==> src/rtl/axi_resp_pkg.sv <==
// Shared constants and types for the AXI write-response router.
// Master select codes live in BID[7:4] of the slave-side ID.
package axi_resp_pkg;

   localparam int NUM_SLAVES = 6;

   localparam logic [3:0] MSEL_M1 = 4'b0010;
   localparam logic [3:0] MSEL_M2 = 4'b0100;

   typedef logic [1:0] bresp_t;
   localparam bresp_t OKAY   = 2'b00;
   localparam bresp_t EXOKAY = 2'b01;
   localparam bresp_t SLVERR = 2'b10;
   localparam bresp_t DECERR = 2'b11;

   typedef enum logic {
      EMPTY = 1'b0,
      FULL  = 1'b1
   } ostate_t;

   // Saturating 8-bit accumulate used by the drop counter.
   function automatic logic [7:0] sat_add8(input logic [7:0] a, input logic [3:0] b);
      logic [8:0] sum;
      sum = {1'b0, a} + {5'd0, b};
      return (sum > 9'd255) ? 8'hFF : sum[7:0];
   endfunction

endpackage

==> src/rtl/resp_rr_arb.sv <==
// Round-robin arbiter: grants the first request after the last winner,
// wrapping; the pointer only moves when a grant is issued.
module resp_rr_arb
   import axi_resp_pkg::*;
#(
   parameter int N = 6
) (
   input  logic         clk,
   input  logic         rst,
   input  logic [N-1:0] i_req,
   input  logic         i_load,
   output logic [N-1:0] o_grant,
   output logic [2:0]   o_rr_ptr
);

   logic [2:0]   r_ptr;
   logic [N-1:0] w_grant;
   logic [2:0]   w_gidx;
   logic         w_found;

   always_comb begin
      w_grant = '0;
      w_gidx  = r_ptr;
      w_found = 1'b0;
      for (int k = 1; k <= N; k++) begin
         int idx;
         idx = (int'(r_ptr) + k) % N;
         if (!w_found && i_load && i_req[idx]) begin
            w_found      = 1'b1;
            w_grant[idx] = 1'b1;
            w_gidx       = 3'(idx);
         end
      end
   end

   always_ff @(posedge clk) begin
      if (rst) begin
         r_ptr <= 3'(N - 1);
      end else if (w_found) begin
         r_ptr <= w_gidx;
      end
   end

   assign o_grant  = w_grant;
   assign o_rr_ptr = r_ptr;

endmodule

==> src/rtl/axi_wresp_router.sv <==
// B-channel router: six slaves to two masters, each master with a one-entry
// registered stage and its own round-robin arbiter; undecodable IDs are dropped.
module axi_wresp_router
   import axi_resp_pkg::*;
#(
   parameter int AXI_ID_BITS  = 4,
   parameter int AXI_IDS_BITS = 8,
   parameter int NUM_SLAVES   = axi_resp_pkg::NUM_SLAVES
) (
   input  logic                                    clk,
   input  logic                                    rst,
   input  logic [NUM_SLAVES-1:0][AXI_IDS_BITS-1:0] BID_S,
   input  logic [NUM_SLAVES-1:0][1:0]              BRESP_S,
   input  logic [NUM_SLAVES-1:0]                   BVALID_S,
   output logic [NUM_SLAVES-1:0]                   BREADY_S,
   output logic [AXI_ID_BITS-1:0]                  BID_M1,
   output logic [1:0]                              BRESP_M1,
   output logic                                    BVALID_M1,
   input  logic                                    BREADY_M1,
   output logic [AXI_ID_BITS-1:0]                  BID_M2,
   output logic [1:0]                              BRESP_M2,
   output logic                                    BVALID_M2,
   input  logic                                    BREADY_M2,
   output logic [7:0]                              drop_cnt,
   output ostate_t                                 o_dbg_state_m1,
   output ostate_t                                 o_dbg_state_m2,
   output logic [2:0]                              o_dbg_rr_m1,
   output logic [2:0]                              o_dbg_rr_m2
);

   ostate_t                r_state   [2];
   logic [AXI_ID_BITS-1:0] r_id      [2];
   bresp_t                 r_resp    [2];
   logic [7:0]             r_drop_cnt;

   logic [NUM_SLAVES-1:0]  w_req     [2];
   logic [NUM_SLAVES-1:0]  w_gnt     [2];
   logic [2:0]             w_rr      [2];
   logic [1:0]             w_load;
   logic [1:0]             w_mrdy;
   logic [AXI_ID_BITS-1:0] w_ld_id   [2];
   bresp_t                 w_ld_resp [2];
   logic [NUM_SLAVES-1:0]  w_drop;
   logic [3:0]             w_ndrop;

   assign w_mrdy = {BREADY_M2, BREADY_M1};

   always_comb begin
      w_req[0] = '0;
      w_req[1] = '0;
      w_drop   = '0;
      w_ndrop  = '0;
      for (int s = 0; s < NUM_SLAVES; s++) begin
         if (BVALID_S[s]) begin
            if (BID_S[s][AXI_IDS_BITS-1 -: 4] == MSEL_M1) begin
               w_req[0][s] = 1'b1;
            end else if (BID_S[s][AXI_IDS_BITS-1 -: 4] == MSEL_M2) begin
               w_req[1][s] = 1'b1;
            end else begin
               w_drop[s] = 1'b1;
               w_ndrop   = w_ndrop + 4'd1;
            end
         end
      end
   end

   // A stage may take a new beat when empty or when its current beat leaves this cycle.
   always_comb begin
      for (int m = 0; m < 2; m++) begin
         w_load[m] = !rst && ((r_state[m] == EMPTY) || w_mrdy[m]);
      end
   end

   for (genvar m = 0; m < 2; m++) begin : g_arb
      resp_rr_arb #(.N(NUM_SLAVES)) u_arb (
         .clk      (clk),
         .rst      (rst),
         .i_req    (w_req[m]),
         .i_load   (w_load[m]),
         .o_grant  (w_gnt[m]),
         .o_rr_ptr (w_rr[m])
      );
   end

   always_comb begin
      for (int m = 0; m < 2; m++) begin
         w_ld_id[m]   = '0;
         w_ld_resp[m] = OKAY;
         for (int s = 0; s < NUM_SLAVES; s++) begin
            if (w_gnt[m][s]) begin
               w_ld_id[m]   = BID_S[s][AXI_ID_BITS-1:0];
               w_ld_resp[m] = BRESP_S[s];
            end
         end
      end
   end

   assign BREADY_S = rst ? '0 : (w_gnt[0] | w_gnt[1] | w_drop);

   always_ff @(posedge clk) begin
      if (rst) begin
         for (int m = 0; m < 2; m++) begin
            r_state[m] <= EMPTY;
            r_id[m]    <= '0;
            r_resp[m]  <= OKAY;
         end
         r_drop_cnt <= '0;
      end else begin
         for (int m = 0; m < 2; m++) begin
            case (r_state[m])
               EMPTY: begin
                  if (|w_gnt[m]) begin
                     r_state[m] <= FULL;
                     r_id[m]    <= w_ld_id[m];
                     r_resp[m]  <= w_ld_resp[m];
                  end
               end
               FULL: begin
                  if (w_mrdy[m]) begin
                     if (|w_gnt[m]) begin
                        r_id[m]   <= w_ld_id[m];
                        r_resp[m] <= w_ld_resp[m];
                     end else begin
                        r_state[m] <= EMPTY;
                     end
                  end
               end
            endcase
         end
         r_drop_cnt <= sat_add8(r_drop_cnt, w_ndrop);
      end
   end

   assign BVALID_M1      = (r_state[0] == FULL);
   assign BID_M1         = r_id[0];
   assign BRESP_M1       = r_resp[0];
   assign BVALID_M2      = (r_state[1] == FULL);
   assign BID_M2         = r_id[1];
   assign BRESP_M2       = r_resp[1];
   assign drop_cnt       = r_drop_cnt;
   assign o_dbg_state_m1 = r_state[0];
   assign o_dbg_state_m2 = r_state[1];
   assign o_dbg_rr_m1    = w_rr[0];
   assign o_dbg_rr_m2    = w_rr[1];

endmodule
==> config.mk <==
export PLATFORM = sky130hd
export DESIGN_NAME = axi_wresp_router
export DESIGN_NICKNAME = d
export VERILOG_FILES = /design/src/rtl/axi_resp_pkg.sv /design/src/rtl/resp_rr_arb.sv /design/src/rtl/axi_wresp_router.sv
export SDC_FILE = /design/constraint.sdc
export NUM_CORES = 1
export LEC_CHECK = 0
export CAP_MARGIN = 10
export CORE_ASPECT_RATIO = 1.75
export CORE_MARGIN = 8
export CORE_UTILIZATION = 67
export CTS_BUF_LIST = sky130_fd_sc_hd__clkbuf_16
export DETAILED_ROUTE_END_ITERATION = 12
export DONT_BUFFER_PORTS = 1
export MAX_ROUTING_LAYER = met4
export PLACE_DENSITY = 0.81
export SLEW_MARGIN = 20
export SYNTH_ARGS = -nofsm -noshare
export SYNTH_HDL_FRONTEND = slang
export SYNTH_SLANG_ARGS = --single-unit
==> constraint.sdc <==
create_clock -name clk -period 5.8 [get_ports clk]
set_input_delay 0.87 -clock clk [delete_from_list [all_inputs] [get_ports clk]]
set_output_delay 0.87 -clock clk [all_outputs]
set_load 0.02 [all_outputs]
==> results of run 1 <==
[timing repair]
action	4_1_cts	5_1_grt
buffers inserted	0	3
resized for setup	0	11
endpoints found under the setup margin	0	6
[metal layers]
layer  routed length (um)  vias up  track usage [%]
met3                 1920      193             7.63
li1                     -     3148                -
met5                    0        -                -
met4                 2060        0             31.9
met1                 7130     3267             33.4
met2                11600      508             64.3
[area by class of cell]
| class | instances | area [um^2] | share of cell area (%) |
|---|---|---|---|
| clock inverter | 1 | 3.75 | 0.0590 |
| tap | 117 | 146 | 2.30 |
| inverter | 46 | 173 | 2.71 |
| timing repair buffer | 43 | 323 | 5.07 |
| clock buffer | 3 | 75.1 | 1.18 |
| sequential | 28 | 691 | 10.8 |
| multi-input combinational | 692 | 4950 | 77.8 |
[registers in the layout (all words and copies together) (netlist names)]
signal	flops
drop_cnt	8
g_arb.u_arb.o_rr_ptr	6
r_id	8
r_state	2
r_resp	4
[per-stage QoR]
stage	util (%)	TNS (ns)	hold slack [ns]	cell area [um^2]
CTS	72.5	0	0.663	6290
floorplan	-	0	0.610	5960
detailed placement	71.6	0	0.666	6210
global route	73.4	-0.196	0.662	6370
global placement	71.6	0	0.649	6210
finish	73.4	0	0.667	6370
[worst paths after layout]
| check | start | depth (start not counted) | slack, ns | to |
|---|---|---|---|---|
| max | g_arb[1].u_arb.o_rr_ptr[1]$_SDFFE_PP0P_ | 15 | 0.13 | BREADY_S[3] |
| min | rst | 1 | 0.67 | drop_cnt[1]$_SDFF_PP0_ |
| max reg2reg | g_arb[1].u_arb.o_rr_ptr[1]$_SDFFE_PP0P_ | 16 | 0.63 | r_id[1][1]$_DFFE_PP_ |
| min reg2reg | drop_cnt[6]$_SDFF_PP0_ | 2 | 0.69 | drop_cnt[6]$_SDFF_PP0_ |
[report_power, final]
group / total (mW) / switching (mW) / internal, mW
combinational: 2.07 / 1.29 / 0.779
clock: 0.174 / 0.0806 / 0.0931
sequential: 0.448 / 0.138 / 0.311
total: 2.69 / 1.51 / 1.18
[cell families after synthesis]
family / Yosys count / share of synthesized area [%]
adders and majority gates: 50 / 10.6
DFF: 28 / 11.6
AOI/OAI and AO/OA: 278 / 34.6
muxes: 16 / 3.28
buffers and inverters: 79 / 6.22
xor gates and xnor gates: 26 / 4.39
and+or+nand+nor: 322 / 29.3
[cells in the mapped netlist, types with 6 or more instances]
master,count
nand2b_1,16
ha_1,49
inv_1,39
and2_1,10
nand4_1,12
buf_6,7
and3_1,9
o21a_1,7
nor3b_1,13
buf_2,8
nor2_1,68
dfxtp_1,15
a221o_1,10
nand3_1,43
o31ai_1,19
mux2i_1,9
a21o_1,7
o221ai_1,8
a21oi_1,48
edfxtp_1,13
o211ai_1,15
a221oi_1,10
or3_1,10
xor2_1,6
inv_2,6
o21ai_0,45
a31oi_1,11
nand2_1,58
nor3_1,20
xnor2_1,17
a211oi_1,6
nor2b_1,14
clkbuf_1,13
a22oi_1,9
[critical path, cell delays in order (launching register included)]
cell and delay [ns]:
dfxtp_1 0.48, ha_1 0.33, xnor2_4 0.21, ha_1 0.40
nor2b_1 0.24, o21ai_0 0.14, a221o_1 0.37, a21boi_0 0.16
buf_4 0.17, or3_1 0.43, a211oi_2 0.33, and3_1 0.28
a2bb2oi_2 0.47, nor2_1 0.09, a21oi_1 0.24, buf_4 0.18
==> metrics.csv, run 1 <==
stage,metric,value,unit
timing,tightest_slew,0.962,ns
detailed_routing,ant_nets,0,
placement,gp_congestion,1.06,
floorplanning,ios,106,
clocking,hold_buffers,0,
floorplanning,die_y,141,um
layout,final_cell_mix,"nor2_1 (67), nand2_1 (58), ha_1 (48), a21oi_1 (47), o21ai_0 (44)",
clocking,clock_path_buffers,2,
global_routing,first_global_vias,7058,
global_routing,antenna_found_initial,0,
synthesis,yosys.cell_types.count,99,
worst_setup_path,crit_type,reg -> out,
min_path,hold_class,in -> reg,
global_routing,overflow,0,
timing,relSlewSlack,35.1,%
synthesis,netlist.top_cell.by_area,ha_1,
timing,rsz0062_at_grt,true,
clocking,root_buffer,clkbuf_16,
worst_setup_path,critPathRequiredTime,4.93,ns
layout,area_growth,6.85,%
detailed_routing,via_per_inst,7.65,
synthesis,syn_nets,919,
floorplanning,row_count,45,
pwr,total_power,2.69,mW
clocking,cts_tree,yes,
pwr,peakVddDrop,301,uV
floorplanning,die-area,12300,um^2
layout,fillers,746,
detailed_routing,routedWlPerCell,24.4,um
timing,finalHoldViolCount,0,
synthesis,synth-seq-cells,28,
floorplanning,die_x,87.3,um
detailed_routing,routed_wl,22700,um
synthesis,yosysWarningCount,0,
synthesis,synthArstFlopShare,0,%
synthesis,synth_ff_type,dfxtp_1,
timing,period_needed,5.67,ns
placement,place_inst,923,
layout,fin_cells,930,
detailed_routing,first_pass_iters,8,
layout,antenna_cells,0,
synthesis,synth_area_per_cell,7.46,um^2
timing,fmaxAchievable,177,MHz
layout,nets,934,
synthesis,synth_top_area_share,10.3,%
detailed_routing,drt_iter0_drc,753,
worst_setup_path,startpoint_type,flip-flop,
placement,hpwlAfterDp,17700,um
synthesis,syn_inst,799,
timing,fin_crit_sh,97.7,%
layout,layout-drive-gt1-share,11.7,%
clocking,clkSinkCount,28,
clocking,cts_buffers,3,
pwr,power.leakage,2.61,nW
detailed_routing,vias,7116,
flow_run,drv_cap,0,
global_routing,grt_first_pass_wirelength,35400,um
placement,port_buffers,0,
floorplanning,start_util,68.7,%
placement,post-place-ws,0.190,ns
synthesis,yosys-top-cells-area,"ha_1 (10%), edfxtp_1 (6.6%), dfxtp_1 (5.0%)",
clocking,htreeDepth,1,
timing,final.setup_skew,0.00390,ns
worst_setup_path,endpoint_kind,output port,
outcome,status,finished clean,
layout,final_common_cell,nor2_1,
timing,slew_violations,0,
timing,setup_viol,0,
global_routing,grt_usage,37.2,%
worst_setup_path,arrival,4.80,ns
clocking,clkTransAtPathRegs,0.08,ns
synthesis,netlist_area,5960,um^2
synthesis,synth-edff-count,13,
global_routing,grt_max_degree,35,
clocking,clock_latency,0.27,ns
detailed_routing,drc,0,
synthesis,ys_seq_area_share,11.6,%
worst_setup_path,critPathMaxFanout,10,
floorplanning,core-area,8670,um^2
timing,setup_ws,0.135,ns
pwr,power_density,423,nW/um^2
Note: power is estimated with default switching activity, not from simulation.
==> run 2: changes to the inputs <==
Settings changed: SYNTH_HIERARCHICAL from default to 1.
==> run 2 against run 1 <==
Synthesized cell count down 2.0%. Power up 56%. Setup slack better by 0.17 ns. Hold slack worse by 0.028 ns. Design area shrank 0.88%. Clock-buffer cell count is the same. Clock power up 24%. Critical path depth is 1 lower. Largest cell class unchanged. Largest power group unchanged.
==> metrics.csv, run 2 <==
stage,metric,value,unit,change
synthesis,synth_area_per_cell,7.58,um^2,+1.7%
clocking,hold_buffers,0,,unchanged
global_routing,antenna_found_initial,0,,unchanged
pwr,power.leakage,2.52,nW,-3.1%
synthesis,syn_inst,783,,-2.0%
clocking,cts_buffers,3,,unchanged
clocking,cts_tree,yes,,
layout,nets,907,,-2.9%
flow_run,drv_cap,0,,unchanged
timing,rsz0062_at_grt,false,,
timing,fmaxAchievable,182,MHz,+3.1%
min_path,holdPathStages,2,,+1
worst_setup_path,r2r_end,r_id[1][0]$_DFFE_PP_,,
worst_setup_path,endpoint_kind,output port,,
layout,layout-drive-gt1-share,13.7,%,+2.1 points
worst_setup_path,rr_startpoint,g_arb[0].u_arb/o_rr_ptr[0]$_SDFFE_PP1P_,,
clocking,htreeDepth,1,,unchanged
floorplanning,core-area,8670,um^2,unchanged
floorplanning,die_x,87.2,um,-0.14%
worst_setup_path,critPathRequiredTime,4.93,ns,about the same
timing,fin_crit_sh,94.7,%,-3.0 points
floorplanning,ios,106,,unchanged
pwr,power_density,666,nW/um^2,+58%
layout,antenna_cells,0,,unchanged
clocking,clock_latency,0.27,ns,about the same
synthesis,synth-seq-cells,28,,unchanged
detailed_routing,ant_nets,0,,unchanged
worst_setup_path,critPathMaxFanout,7,,-3
synthesis,netlist_top_cells_count,"nand2_1 (79), nor2_1 (71), a21oi_1 (65)",,
pwr,peakVddDrop,312,uV,+3.9%
floorplanning,start_util,68.5,%,-0.25 points
global_routing,overflow,0,,unchanged
detailed_routing,drc,0,,unchanged
floorplanning,die-area,12200,um^2,-0.30%
detailed_routing,vias,6415,,-9.9%
worst_setup_path,crit_top_cell,ha_1,,
layout,area_growth,6.28,%,
clocking,cts_resized,0,,unchanged
synthesis,yosys.cell_types.count,93,,-6.1%
timing,setup_viol,0,,unchanged
synthesis,synth_ff_type,dfxtp_1,,
placement,gp_congestion,1.04,,-1.7%
min_path,hold_end,drop_cnt[4]$_SDFF_PP0_,,
synthesis,yosys-top-cells-area,"ha_1 (10%), edfxtp_1 (6.6%), mux2i_1 (6.4%)",,
pwr,p_int,1.79,mW,+51%
synthesis,synth-edff-count,13,,unchanged
clocking,clkTransAtPathRegs,0.08,ns,about the same
worst_setup_path,reg2reg_depth,18,,+2
synthesis,syn_nets,903,,-1.7%
detailed_routing,routedWlPerCell,21.1,um,-13%
min_path,hold_start,drop_cnt[4]$_SDFF_PP0_,,
pwr,p_comb_share,84.6,%,+7.7 points
pwr,p_seq_share,10.2,%,-6.5 points
global_routing,grt_usage,31.3,%,-5.9 points
timing,setup_ws,0.307,ns,+0.172 ns
synthesis,ys_seq_area_share,11.6,%,+0.042 points
outcome,status,finished clean,,
synthesis,synthArstFlopShare,0,%,unchanged
clocking,clkSinkCount,28,,unchanged
detailed_routing,routed_wl,19100,um,-16%
worst_setup_path,crit_slowest_cell,a2111oi_1,,
worst_setup_path,crit_type,reg -> out,,
layout,final_cell_mix,"nand2_1 (79), nor2_1 (71), a21oi_1 (63), ha_1 (49), o21ai_0 (41)",,
timing,tightest_slew,0.947,ns,-0.0150 ns
pwr,p_switching,2.42,mW,+60%
global_routing,first_global_vias,6323,,-10%
clocking,clock_path_buffers,2,,unchanged
detailed_routing,drt_iter0_drc,589,,-22%
synthesis,yosysMostFrequentCell,nand2_1,,
global_routing,grt_max_degree,32,,-8.6%
timing,period_needed,5.49,ns,-0.172 ns
floorplanning,die_y,141,um,-0.16%
pwr,pwr-share-clk,5.1,%,-1.4 points
timing,relSlewSlack,36.7,%,+1.7 points
placement,hpwlAfterDp,15200,um,-14%
timing,tns,0,ns,unchanged
placement,post-place-ws,0.231,ns,+0.0404 ns
detailed_routing,first_pass_iters,7,,-1
synthesis,yosysWarningCount,6,,+6
worst_setup_path,startpoint_type,flip-flop,,
worst_setup_path,crit_path_max_incr_delay,0.62,ns,+0.14 ns
clocking,root_buffer,clkbuf_16,,
pwr,total_power,4.20,mW,+56%
placement,port_buffers,0,,unchanged
clocking,postCtsSetupBuffers,0,,unchanged
floorplanning,row_count,45,,unchanged
timing,final.setup_skew,0.00688,ns,+0.00298 ns
layout,final_util,72.8,%,-0.65 points
worst_setup_path,r2r_setup_slack,0.36,ns,-0.27 ns
pwr,sw_frac_of_total,57.5,%,+1.5 points
worst_setup_path,crit_chain,inv_1 -> ha_1 -> nand2_2 -> nand2_1 -> ha_1 -> a221o_1 -> or2_2 -> a2111oi_1 -> nand3_2 -> o31a_1 -> mux2i_1 -> nor2_1 -> a21oi_1 -> buf_4,,
timing,slew_violations,0,,unchanged
synthesis,netlist_area,5940,um^2,-0.36%
synthesis,synth_top_area_share,10.3,%,+0.037 points
layout,final_common_cell,nand2_1,,
worst_setup_path,arrival,4.62,ns,-0.18 ns
timing,finalHoldViolCount,0,,unchanged
detailed_routing,via_per_inst,7.10,,-7.2%
min_path,hold_class,reg -> reg,,
global_routing,grt_first_pass_wirelength,30400,um,-14%
synthesis,netlist.top_cell.by_area,ha_1,,
-- run 2: cell types whose count changed after synthesis, sizes merged, moves of 8 or more --
cell / delta
a221o: -8
nor2b: +9
o211ai: -15
mux2i: +29
a21oi: +18
nand3: -27
mux2: +10
xnor2: -8
nand2: +23
a22oi: -8
o31ai: -12
-- run 2: logic make-up (layout without fill, tap and decap cells) --
| kind of cell | after synthesis | after routing | synth area share, % |
|---|---|---|---|
| DFF | 28 | 28 | 11.6 |
| adders and majority gates | 51 | 51 | 10.8 |
| and+or+nand+nor | 297 | 297 | 27.1 |
| AOI/OAI and AO/OA | 248 | 248 | 29.7 |
| xor gates and xnor gates | 21 | 21 | 3.60 |
| muxes | 59 | 59 | 11.5 |
| buffers and inverters | 79 | 82 | 5.67 |
-- run 2: worst max path at each step --
| stage | start | to | cells after the start |
|---|---|---|---|
| 2_1_floorplan | g_arb[0].u_arb/o_rr_ptr[0]$_SDFFE_PP1P_ | r_id[1][0]$_DFFE_PP_ | 21 |
| 3_3_place_gp | BID_S[13] | drop_cnt[0]$_SDFF_PP0_ | 19 |
| 3_5_place_dp | g_arb[0].u_arb/o_rr_ptr[2]$_SDFFE_PP1N_ | r_id[1][0]$_DFFE_PP_ | 19 |
| 4_1_cts | g_arb[0].u_arb/o_rr_ptr[2]$_SDFFE_PP1N_ | BREADY_S[5] | 16 |
| 5_1_grt | g_arb[1].u_arb/o_rr_ptr[1]$_SDFFE_PP0N_ | BREADY_S[5] | 14 |
| 6_report | g_arb[0].u_arb/o_rr_ptr[2]$_SDFFE_PP1N_ | BREADY_S[0] | 14 |
-- run 2: power groups by stage --
stage	combinational (mW)	sequential, mW	clock (mW)
after floorplan	2.63	0.437	0
after global placement	3.30	0.433	0
after detailed placement	3.41	0.437	0
after CTS	3.43	0.433	0.213
after global routing	3.85	0.437	0.221
final	3.56	0.431	0.215
-- run 2: critical path: cells and delay by family, from the launching register on --
kind            cells  cell delay [ns]
mux                 1             0.42
flops               1             0.59
simple gates        5             0.79
fa+ha+maj           2             0.60
buf+inv             2             0.38
compound gates      4             1.56
-- run 2: per-layer routing --
metal,track usage [%],vias up,wire (um)
li1,-,2971,-
met1,32.7,3009,7040
met2,54.2,366,9680
met3,5.33,69,1520
met4,16.2,0,862
met5,-,-,0
-- run 2: metrics by stage --
| stage | area [um^2] | cells | hold WS, ns |
|---|---|---|---|
| after global placement | 6160 | 899 | 0.621 |
| after detailed placement | 6160 | 899 | 0.632 |
| after floorplan | 5940 | 783 | 0.585 |
| after global routing | 6310 | 903 | 0.657 |
| after CTS | 6270 | 903 | 0.645 |
| final | 6310 | 903 | 0.638 |
-- run 2: layout make-up --
cell class | instances | area [um^2]
Tap cell | 117 | 146
Sequential cell | 28 | 691
Timing Repair Buffer | 33 | 248
Inverter | 45 | 169
Fill cell | 760 | 2360
Clock buffer | 3 | 75.1
Clock inverter | 1 | 30.0
Multi-Input combinational cell | 676 | 4950
==> run 3: changes to the inputs <==
Settings changed: CORE_UTILIZATION 67 to 35, PLACE_DENSITY 0.81 to 0.47.
==> run 3 against run 2 <==
Clock skew up 0.0026 ns. Die area up 76%. Power up 4.3%. Sequential share of layout area down 0.57 points. Via count down 1.5%. Routed wire length up 26%. Critical path type unchanged. Critical endpoint is now BREADY_S[3]. Highest routed layer unchanged.
==> metrics.csv, run 3 (synthesized netlist as in run 2, its figures left out) <==
stage,metric,value,unit,change
outcome,status,finished clean,,
min_path,holdPathStages,2,,unchanged
floorplanning,start_util,35.4,%,-33 points
detailed_routing,drc,0,,unchanged
layout,layout-drive-gt1-share,16.9,%,+3.2 points
layout,multi_input_area,4930,um^2,-0.33%
timing,setup_ws,0.275,ns,-0.0317 ns
layout,fillers,1806,,+140%
worst_setup_path,crit_slowest_cell,a2111oi_2,,
detailed_routing,first_pass_iters,5,,-2
layout,final_cell_mix,"nand2_1 (79), nor2_1 (71), buf_4 (63), a21oi_1 (62), ha_1 (49)",,
worst_setup_path,startpoint_type,flip-flop,,
worst_setup_path,r2r_setup_slack,0.54,ns,+0.18 ns
detailed_routing,ant_nets,0,,unchanged
global_routing,overflow,0,,unchanged
timing,rsz0062_at_grt,false,,
timing,fmaxAchievable,181,MHz,-0.57%
worst_setup_path,rr_startpoint,g_arb[0].u_arb/o_rr_ptr[0]$_SDFFE_PP1P_,,
pwr,power.leakage,2.67,nW,+5.9%
min_path,hold_start,g_arb[1].u_arb/o_rr_ptr[0]$_SDFFE_PP1P_,,
placement,port_buffers,0,,unchanged
floorplanning,die-area,21500,um^2,+76%
pwr,total_power,4.38,mW,+4.3%
layout,antenna_cells,0,,unchanged
worst_setup_path,critPathRequiredTime,4.93,ns,about the same
pwr,power_density,659,nW/um^2,-1.1%
placement,post-place-ws,0.262,ns,+0.0310 ns
pwr,p_comb_share,85.2,%,+0.6 points
clocking,htreeDepth,1,,unchanged
timing,fin_crit_sh,95.3,%,+0.55 points
clocking,cts_buffers,3,,unchanged
clocking,clkSinkCount,28,,unchanged
flow_run,drv_cap,0,,unchanged
clocking,clock_path_buffers,2,,unchanged
timing,tightest_slew,0.774,ns,-0.173 ns
timing,setup_viol,0,,unchanged
layout,nets,937,,+3.3%
placement,gp_congestion,0.965,,-7.3%
floorplanning,row_count,63,,+40%
floorplanning,die_y,188,um,+34%
timing,period_needed,5.52,ns,+0.0317 ns
detailed_routing,routedWlPerCell,23.0,um,+8.8%
global_routing,antenna_found_initial,0,,unchanged
pwr,sw_frac_of_total,57.4,%,-0.16 points
detailed_routing,routed_wl,24000,um,+26%
floorplanning,ios,106,,unchanged
worst_setup_path,worst-path-buf-inv,4,,+2
pwr,pwr-share-clk,5.0,%,about the same
min_path,hold_class,reg -> reg,,
clocking,clkTransAtPathRegs,0.08,ns,about the same
placement,hpwlAfterDp,19800,um,+30%
pwr,p_switching,2.51,mW,+4.0%
pwr,p_int,1.87,mW,+4.7%
floorplanning,die_x,114,um,+31%
pwr,p_seq_share,9.8,%,-0.4 points
timing,worst_hold_slack,0.583,ns,-0.0547 ns
worst_setup_path,reg2reg_depth,19,,+1
detailed_routing,vias,6320,,-1.5%
worst_setup_path,arrival,4.65,ns,+0.03 ns
timing,slew_violations,0,,unchanged
timing,finalHoldViolCount,0,,unchanged
worst_setup_path,r2r_end,r_id[0][0]$_SDFFCE_PN0P_,,
floorplanning,core-area,16800,um^2,+94%
clocking,root_buffer,clkbuf_16,,
timing,final.setup_skew,0.00946,ns,+0.00258 ns
worst_setup_path,crit_path_max_incr_delay,0.79,ns,+0.17 ns
layout,final_common_cell,nand2_1,,
clocking,cts_tree,yes,,
global_routing,grt_usage,22.5,%,-8.8 points
placement,dpl-instance-area,6530,um^2,+5.9%
pwr,peakVddDrop,326,uV,+4.5%
detailed_routing,via_per_inst,6.06,,-15%
global_routing,grt_first_pass_wirelength,36500,um,+20%
detailed_routing,drt_iter0_drc,406,,-31%
global_routing,first_global_vias,6436,,+1.8%
layout,area_growth,12.1,%,
worst_setup_path,crit_chain,ha_1 -> nand2_1 -> inv_1 -> nor2_1 -> ha_1 -> o221ai_2 -> mux2i_1 -> a2111oi_2 -> buf_4 -> nand3_1 -> o21ai_0 -> buf_4 -> nor2_1 -> mux2i_1 -> nor2_1 -> a21oi_1 -> buf_4,,
min_path,hold_end,g_arb[1].u_arb/o_rr_ptr[0]$_SDFFE_PP1P_,,
worst_setup_path,endpoint_kind,output port,,
worst_setup_path,crit_family,compound AO/OA/AOI/OAI gates,,
worst_setup_path,critPathMaxFanout,6,,-1
layout,final_area,6660,um^2,+5.5%
clocking,clock_latency,0.28,ns,about the same
layout,seqCellArea,691,um^2,unchanged
worst_setup_path,crit_type,reg -> out,,
timing,tns,0,ns,unchanged
global_routing,grt_max_degree,32,,unchanged
clocking,postCtsSetupBuffers,0,,unchanged
timing,relSlewSlack,48.3,%,+12 points
-- run 3: timing repair --
action                                  CTS  global route
gates resized for setup                   0             5
endpoints found under the setup margin    0            11
hold buffers                              0             0
-- run 3: worst max path at each step --
stage,start,to,depth (start not counted)
after floorplan,g_arb[0].u_arb/o_rr_ptr[0]$_SDFFE_PP1P_,r_id[1][0]$_DFFE_PP_,21
after global placement,BID_S[4],drop_cnt[1]$_SDFF_PP0_,22
after detailed placement,BID_S[4],drop_cnt[1]$_SDFF_PP0_,22
after CTS,g_arb[1].u_arb/o_rr_ptr[1]$_SDFFE_PP0N_,BREADY_S[1],16
after global routing,g_arb[0].u_arb/o_rr_ptr[2]$_SDFFE_PP1N_,BREADY_S[3],17
final,g_arb[0].u_arb/o_rr_ptr[2]$_SDFFE_PP1N_,BREADY_S[3],17
-- run 3: stage by stage --
stage	util (%)	std cells
3_3_place_gp	38.9	1039
4_1_cts	39.5	1043
5_1_grt	39.6	1043
2_1_floorplan	-	783
6_report	39.6	1043
3_5_place_dp	38.9	1039
-- run 3: tightest hold or removal path, cell delays in order, from the launching register on --
cell and delay, ns:
dfxtp_1 0.35, nor2_1 0.12, mux2i_1 0.07
-- run 3: power groups by stage --
stage                     logic, mW  clock network (mW)  registers [mW]
after floorplan                2.63                   0           0.437
after global placement         3.61                   0           0.437
after detailed placement       3.64                   0           0.438
after CTS                      3.66               0.224           0.434
after global routing           4.08               0.226           0.441
final                          3.74               0.220           0.429
-- run 3: layout make-up --
class	instances	share of cell area [%]
timing repair buffer	63	7.11
clock inverter	1	0.451
multi-input combinational	676	74.1
inverter	45	2.54
clock buffer	3	1.13
tap	227	4.27
sequential	28	10.4
-- run 3: routing by layer --
| metal | GRT usage (%) | part of all wire, % |
|---|---|---|
| met5 | - | 0 |
| met2 | 44.3 | 56 |
| met1 | 20.5 | 34 |
| met4 | 10.8 | 5.5 |
| met3 | 2.44 | 4.4 |
